[src/rtl/mips_mc_pkg.sv]
// Shared encodings for the multi-cycle MIPS controller:
// states, opcodes, funct codes, ALU controls and mux selects.
package mips_mc_pkg;

    typedef enum logic [3:0] {
        S_FETCH  = 4'd0,
        S_DECODE = 4'd1,
        S_MEMADR = 4'd2,
        S_MEMRD  = 4'd3,
        S_MEMWB  = 4'd4,
        S_MEMWR  = 4'd5,
        S_EXEC   = 4'd6,
        S_ALUWB  = 4'd7,
        S_BRANCH = 4'd8,
        S_ADDIEX = 4'd9,
        S_ADDIWB = 4'd10,
        S_JUMP   = 4'd11
    } state_e;

    localparam logic [5:0] OP_RTYPE = 6'b000000;
    localparam logic [5:0] OP_LW    = 6'b100011;
    localparam logic [5:0] OP_SW    = 6'b101011;
    localparam logic [5:0] OP_BEQ   = 6'b000100;
    localparam logic [5:0] OP_ADDI  = 6'b001000;
    localparam logic [5:0] OP_J     = 6'b000010;

    localparam logic [5:0] FN_ADD = 6'b100000;
    localparam logic [5:0] FN_SUB = 6'b100010;
    localparam logic [5:0] FN_AND = 6'b100100;
    localparam logic [5:0] FN_OR  = 6'b100101;
    localparam logic [5:0] FN_SLT = 6'b101010;

    localparam logic [2:0] ALU_ADD = 3'b010;
    localparam logic [2:0] ALU_SUB = 3'b110;
    localparam logic [2:0] ALU_AND = 3'b000;
    localparam logic [2:0] ALU_OR  = 3'b001;
    localparam logic [2:0] ALU_SLT = 3'b111;

    localparam logic [1:0] ALUOP_ADD   = 2'b00;
    localparam logic [1:0] ALUOP_SUB   = 2'b01;
    localparam logic [1:0] ALUOP_FUNCT = 2'b10;

    localparam logic [1:0] SRCB_B    = 2'b00;
    localparam logic [1:0] SRCB_4    = 2'b01;
    localparam logic [1:0] SRCB_IMM  = 2'b10;
    localparam logic [1:0] SRCB_IMM2 = 2'b11;

    localparam logic [1:0] PCSRC_ALU    = 2'b00;
    localparam logic [1:0] PCSRC_ALUOUT = 2'b01;
    localparam logic [1:0] PCSRC_JUMP   = 2'b10;

    function automatic logic is_terminal(input state_e s);
        return (s == S_MEMWB) || (s == S_MEMWR) ||
               (s == S_ALUWB) || (s == S_ADDIWB) ||
               (s == S_BRANCH) || (s == S_JUMP);
    endfunction

endpackage

[src/rtl/alu_decoder.sv]
// ALU control decode: alu_op selects add, sub or a funct-driven
// operation for R-type instructions.
module alu_decoder
    import mips_mc_pkg::*;
(
    input  logic [1:0] alu_op_i,
    input  logic [5:0] funct_i,
    output logic [2:0] alu_ctrl_o
);

    always_comb begin
        alu_ctrl_o = ALU_ADD;
        case (alu_op_i)
            ALUOP_ADD: alu_ctrl_o = ALU_ADD;
            ALUOP_SUB: alu_ctrl_o = ALU_SUB;
            ALUOP_FUNCT: begin
                case (funct_i)
                    FN_ADD:  alu_ctrl_o = ALU_ADD;
                    FN_SUB:  alu_ctrl_o = ALU_SUB;
                    FN_AND:  alu_ctrl_o = ALU_AND;
                    FN_OR:   alu_ctrl_o = ALU_OR;
                    FN_SLT:  alu_ctrl_o = ALU_SLT;
                    default: alu_ctrl_o = ALU_ADD;
                endcase
            end
            default: alu_ctrl_o = ALU_ADD;
        endcase
    end

endmodule

[src/rtl/multicycle_controller.sv]
// Moore FSM sequencing a multi-cycle MIPS datapath, with a
// retired-instruction counter.
module multicycle_controller
    import mips_mc_pkg::*;
#(
    parameter int CNT_W = 32
) (
    input  logic             clk,
    input  logic             reset,
    input  logic [5:0]       op,
    input  logic [5:0]       funct,
    input  logic             zero,
    output logic             pc_en,
    output logic             i_or_d,
    output logic             mem_write,
    output logic             ir_write,
    output logic             reg_dst,
    output logic             mem_to_reg,
    output logic             reg_write,
    output logic             alu_src_a,
    output logic [1:0]       alu_src_b,
    output logic [1:0]       pc_src,
    output logic [2:0]       alu_ctrl,
    output logic [3:0]       state,
    output logic [CNT_W-1:0] instr_count
);

    state_e           state_q, state_d;
    logic [CNT_W-1:0] cnt_q, cnt_d;

    logic       pc_write;
    logic       branch;
    logic       mem_write_s;
    logic       ir_write_s;
    logic       reg_write_s;
    logic [1:0] alu_op;

    always_ff @(posedge clk) begin
        if (reset) begin
            state_q <= S_FETCH;
            cnt_q   <= '0;
        end else begin
            state_q <= state_d;
            cnt_q   <= cnt_d;
        end
    end

    always_comb begin
        state_d = S_FETCH;
        case (state_q)
            S_FETCH: state_d = S_DECODE;
            S_DECODE: begin
                case (op)
                    OP_LW, OP_SW: state_d = S_MEMADR;
                    OP_RTYPE:     state_d = S_EXEC;
                    OP_BEQ:       state_d = S_BRANCH;
                    OP_ADDI:      state_d = S_ADDIEX;
                    OP_J:         state_d = S_JUMP;
                    default:      state_d = S_FETCH;
                endcase
            end
            S_MEMADR: state_d = (op == OP_SW) ? S_MEMWR : S_MEMRD;
            S_MEMRD:  state_d = S_MEMWB;
            S_EXEC:   state_d = S_ALUWB;
            S_ADDIEX: state_d = S_ADDIWB;
            default:  state_d = S_FETCH;
        endcase
    end

    // Count only on the exit from a state that completes an instruction.
    always_comb begin
        cnt_d = cnt_q;
        if (is_terminal(state_q)) begin
            cnt_d = cnt_q + 1'b1;
        end
    end

    always_comb begin
        pc_write    = 1'b0;
        branch      = 1'b0;
        i_or_d      = 1'b0;
        mem_write_s = 1'b0;
        ir_write_s  = 1'b0;
        reg_dst     = 1'b0;
        mem_to_reg  = 1'b0;
        reg_write_s = 1'b0;
        alu_src_a   = 1'b0;
        alu_src_b   = SRCB_B;
        pc_src      = PCSRC_ALU;
        alu_op      = ALUOP_ADD;
        case (state_q)
            S_FETCH: begin
                ir_write_s = 1'b1;
                alu_src_b  = SRCB_4;
                pc_write   = 1'b1;
            end
            S_DECODE: alu_src_b = SRCB_IMM2;
            S_MEMADR, S_ADDIEX: begin
                alu_src_a = 1'b1;
                alu_src_b = SRCB_IMM;
            end
            S_MEMRD: i_or_d = 1'b1;
            S_MEMWB: begin
                mem_to_reg  = 1'b1;
                reg_write_s = 1'b1;
            end
            S_MEMWR: begin
                i_or_d      = 1'b1;
                mem_write_s = 1'b1;
            end
            S_EXEC: begin
                alu_src_a = 1'b1;
                alu_op    = ALUOP_FUNCT;
            end
            S_ALUWB: begin
                reg_dst     = 1'b1;
                reg_write_s = 1'b1;
            end
            S_BRANCH: begin
                alu_src_a = 1'b1;
                alu_op    = ALUOP_SUB;
                pc_src    = PCSRC_ALUOUT;
                branch    = 1'b1;
            end
            S_ADDIWB: reg_write_s = 1'b1;
            S_JUMP: begin
                pc_src   = PCSRC_JUMP;
                pc_write = 1'b1;
            end
            default: ;
        endcase
    end

    alu_decoder u_alu_dec (
        .alu_op_i   (alu_op),
        .funct_i    (funct),
        .alu_ctrl_o (alu_ctrl)
    );

    // Strobes are held off for the whole time reset is high.
    assign pc_en       = ~reset & (pc_write | (branch & zero));
    assign ir_write    = ~reset & ir_write_s;
    assign reg_write   = ~reset & reg_write_s;
    assign mem_write   = ~reset & mem_write_s;
    assign state       = state_q;
    assign instr_count = cnt_q;

endmodule
[config.mk]
export PLATFORM = sky130hd
export DESIGN_NAME = multicycle_controller
export DESIGN_NICKNAME = d
export VERILOG_FILES = /design/src/rtl/mips_mc_pkg.sv /design/src/rtl/alu_decoder.sv /design/src/rtl/multicycle_controller.sv
export SDC_FILE = /design/constraint.sdc
export NUM_CORES = 1
export LEC_CHECK = 0
export CORE_MARGIN = 3
export CORE_UTILIZATION = 51
export CTS_CLUSTER_SIZE = 25
export DETAILED_ROUTE_END_ITERATION = 6
export GPL_TIMING_DRIVEN = 0
export PLACE_DENSITY = 0.86
export SYNTH_ARGS = -nofsm -noshare
export SYNTH_HDL_FRONTEND = slang
export SYNTH_SLANG_ARGS = --single-unit
[constraint.sdc]
create_clock -name clk -period 2.89 [get_ports clk]
set_input_delay 0.578 -clock clk [delete_from_list [all_inputs] [get_ports clk]]
set_output_delay 0.578 -clock clk [all_outputs]
set_load 0.01 [all_outputs]
After elaboration in Yosys (flattened, before gate mapping)
Cells that the tools add are included.
W data, S select, Z words.
Cells by class
  add/subtract/negate cells: 1
  equality and inequality tests: 22
  multiplexer cells: 17
  bitwise logic cells: 7
  reduce and logical (&&, ||, !) cells: 13
Operators by type and width (number)
  $eq A6 B6 Y1 const B: 6
  $add A32 B1 Y32 const B: 1
  $pmux W4 S6: 1
  $pmux W4 S5: 1
  $eq A4 B3 Y1 const B: 4
  $eq A4 B4 Y1 const B: 4
  $pmux W3 S4: 1
  $mux W1: 9
  $eq A4 B2 Y1 const B: 2
  $pmux W2 S2: 2
  $reduce_or A2 Y1: 4
  $eq A6 B2 Y1 const B: 1
  $eq A6 B3 Y1 const B: 1
  $eq A6 B4 Y1 const B: 1
  $logic_not A6 Y1: 1
  $pmux W2 S3: 1
  $pmux W3 S2: 1
  $and A1 B1 Y1: 5
  $logic_or A1 B1 Y1: 5
  $eq A4 B1 Y1 const B: 1
  $logic_not A4 Y1: 1
  $reduce_or A4 Y1: 1
  $mux W3: 1
  $reduce_or A3 Y1: 1
  other kinds (4): 4
Storage, ports and cells
  register bits after elaboration: 36
  input port bits: 15
  word-level logic and storage cells: 62

Logic depth before layout (Yosys ltp)
  depth after elaboration: 6
  gate-level depth with buffers: 8
  depth with buffers taken out: 6

Cells and area by module
A second synthesis with hierarchy kept.
Second synthesis, totals
  cells, all modules: 256
  area, all modules: 2037.0 um^2
Modules (own cells, without submodules)
  multicycle_controller: times used 1, cells each 241, area an instance 1918.1 um^2
  alu_decoder: times used 1, cells each 15, area an instance 118.9 um^2

Least setup slack after synthesis
OpenSTA, ideal clock, no wires.
  kind: reg-to-output
  start point: register state_q[3] (netlist: state[3])
  end point: output alu_ctrl[2]
  arrival time: 1.958 ns
  data required time: 2.312 ns
  setup slack: 0.354 ns
  stages on the path, launching flop included: 9
  buffers on the path: 2
  cell sequence: dfxtp_1 > buf_6 > nand2b_1 > clkbuf_1 > nor3_1 > inv_1 > ha_1 > nand3b_1 > o22ai_1
Between the ends
  longest elaborated chain between the ends: 4
RTL lines
  start: declaration: RTL line multicycle_controller.sv:28  | state_e state_q, state_d;
  start signal: assignment: RTL line multicycle_controller.sv:43  | state_q <= state_d;
  $eq A4 B4 Y1 / $eq A4 B3 Y1 (equally long branches): RTL line multicycle_controller.sv:91  | case (state_q)
  $pmux W2 S2 *: RTL line multicycle_controller.sv:91
  $eq A2 B2 Y1 / $eq A2 B1 Y1 (equally long branches): RTL line alu_decoder.sv:13  | case (alu_op_i)
  $pmux W3 S2 *: RTL line alu_decoder.sv:13
  end: declaration: RTL line multicycle_controller.sv:23  | output logic [2:0] alu_ctrl,
Mark *: on every way between the ends. The rest lies on a longest branch, timed or not.

Final worst setup path
  start point: register state_q[1] (netlist: state[1])
  end point: output alu_ctrl[2]
Same word-level chain as after synthesis.

==> impl_metrics.ini <==
[outcome]
status = completed

[grt]
grt_use_met2_pct = 40.0
grtUsageTotal_pct = 23.9
met1_usage_pct = 31.4
grt_max_degree = 12
grt_antenna_before_repair = 0
grt_pass1_wl_um = 9910
grt_pass1_vias = 2161
grt_overflow = 0
grt_use_met3_pct = 4.57
busiest_layer = met2

[clock_tree]
cts-root-buf = clkbuf_8
htreeDepth = 2
clock_path_buffers = 2
cts.sinks = 36
clk_pin_slew_ns = 0.07
postCtsHoldBufs = 0
numCtsBuffers = 5
insertion_delay_ns = 0.29
cts_tree = yes

[timing]
final_min_period_over_clock_period_pct = 92.8
slew_headroom_pct = 64.3
rsz0062_at_grt = false
fin_crit_ns = 2.68
finalSetupTns_ns = 0
timing.hold.ws_ns = 0.523
final_max_slew_viol_count = 0
worst_pin_slew_ns = 0.535
hold_viol = 0
finClkSkew_ns = 0.00390
max_freq_mhz = 373
worst_slack_ns = 0.209
finalSetupViolations = 0

[hold_path]
hold_path_class = reg2reg

[logic_synthesis]
synthArstFlopShare_pct = 0
seq_area_frac_synth_pct = 32.5
synth-edff-count = 0
synth_cells = 270
postSynthAreaPerCell_um2 = 8.21
ys_ff_latch = 36
synthFlopType = dfxtp_1
yosysUniqueCellTypes = 48
yosysWarnings = 0
synth_fp_nets = 288
syn_area_um2 = 2220

[worst_setup_path]
critPathRequiredTime_ns = 2.31
cp-end-kind = output pin
crit_arrival_ns = 2.10
crit_fanout = 10
crit_start = state[1]
r2r_slack_ns = 0.72
worstReg2RegEnd = instr_count[30]
path_class = reg2out
critPathLaunchType = register
r2r_start = instr_count[0]
critPathCapture = alu_ctrl[2]
ff2ff_path_depth = 5

[floorplan]
initial_core_util_pct = 54.2
die_y_um = 71.9
coreArea_um2 = 4090
rows = 23
die_w_um = 71.9
io_pins = 66
die-area_um2 = 5170

[drt]
wl_um = 5970
via_per_inst = 5.82
drt_iter0_markers = 144
drc = 0
dr.pass1.iters = 4
wire_per_inst_um = 15.2
num_vias = 2289
ant_nets = 0

[placed_design]
pre_cts_ws_ns = -0.239
placed_area_um2 = 2930
portBuffers = 65
gp_congestion = 0.870
dp_hpwl_um = 4570

[flow_run]
cap_violations = 0

[layout]
num_antenna_cells = 0
final_common_cell = clkdlybuf4s50_1
final_nets = 360
drive_above_1_share_pct = 11.4
area_growth_pct = 38.3
final_area_um2 = 3060
layout_common_cells = clkdlybuf4s50_1, nor2_1, dfxtp_1, nand2_1, xnor2_1
postLayoutCoreUtil_pct = 75.0

[power_and_ir_drop]
ir_drop_v = 0.000384
p_leak_nw = 1.07
power_density_nw_per_um2 = 315
## per-stage QoR
stage                     total power, mW  instances
after floorplan                     0.558        270
final                               0.966        393
after global routing                0.998        393
after global placement              0.604        385
after detailed placement            0.606        385
after CTS                           0.969        393
## logic make-up (layout without fill, tap and decap cells)
logic type | count (synthesis) | count (layout) | synth area share (%)
fa+ha+maj | 3 | 3 | 1.69
mux | 3 | 3 | 1.52
xor+xnor | 26 | 26 | 10.3
flops | 36 | 36 | 32.5
simple gates | 149 | 149 | 39.0
compound gates | 31 | 31 | 9.03
buf+inv | 22 | 95 | 5.98
## per-layer routing
metal / share of wire, % / vias to the layer above
met5: 0 / -
met4: 1.6 / 0
met3: 5.1 / 16
met2: 49 / 69
met1: 45 / 1092
li1: - / 1112
## critical path: stages, from the launching register on
cell	delay (ns)
dfxtp_1	0.37
buf_2	0.21
nor3_4	0.22
inv_1	0.07
ha_1	0.32
nand3b_1	0.19
o22ai_1	0.13
dlygate4sd2_1	0.30
## what timing repair did
| action | CTS | global route |
|---|---|---|
| buffers inserted | 1 | 0 |
| gates resized for setup | 10 | 7 |
| pin swaps | 1 | 0 |
| endpoints found under the hold margin | 0 | 0 |
| endpoints found under the setup margin | 5 | 3 |
## cells in the mapped netlist, drive strengths merged, types with 2 or more instances
cell,count,area (µm²)
ha,3,37.5
inv,8,30.0
nor2b,8,50.1
nor3b,2,15.0
xor2,7,61.3
nand4b,2,17.5
o32a,2,20.0
a2bb2oi,2,17.5
dfxtp,36,721
xnor2,19,166
nor4b,2,23.8
or4,4,37.5
mux2,3,33.8
o31ai,2,15.0
buf,5,38.8
nand4,15,100
nor2,40,150
a21oi,10,50.1
nor4,15,145
a31oi,2,12.5
nand3,11,55.1
o21ai,7,35.0
o22ai,2,18.8
or3,3,18.8
nand2,21,78.8
clkbuf,9,63.8
nand2b,6,45.0
and3,5,31.3
or3b,2,17.5
nor3,9,45.0
o21bai,2,15.0
## power breakdown
group / leakage (nW) / switching [mW] / internal, mW
clock: 0.0510 / 0.178 / 0.190
combinational: 0.732 / 0.0458 / 0.0512
sequential: 0.290 / 0.00304 / 0.498
## sequential cells by signal, summed over array words and instances, names as in the netlist
name and count:
instr_count 32, state 4
## worst min-delay path by stage
stage	start	endpoint	slack (ns)	depth (start not counted)
after global routing	instr_count[1]	instr_count[1]	0.54	2
final	instr_count[29]	instr_count[29]	0.52	2
after detailed placement	instr_count[29]	instr_count[29]	0.51	2
after floorplan	instr_count[29]	instr_count[29]	0.51	2
after CTS	instr_count[29]	instr_count[29]	0.52	2
after global placement	instr_count[29]	instr_count[29]	0.48	2
## cell type report
cell class	instances	area [µm²]
inverters	8	30.0
flip-flops and latches	36	721
clock inverters	2	10.0
clock buffers	6	82.6
multi-input cells	212	1390
well taps	50	62.6
plain buffers	13	109
repair buffers	66	661
fillers	321	1020
Power figures use the tool's default switching activity.
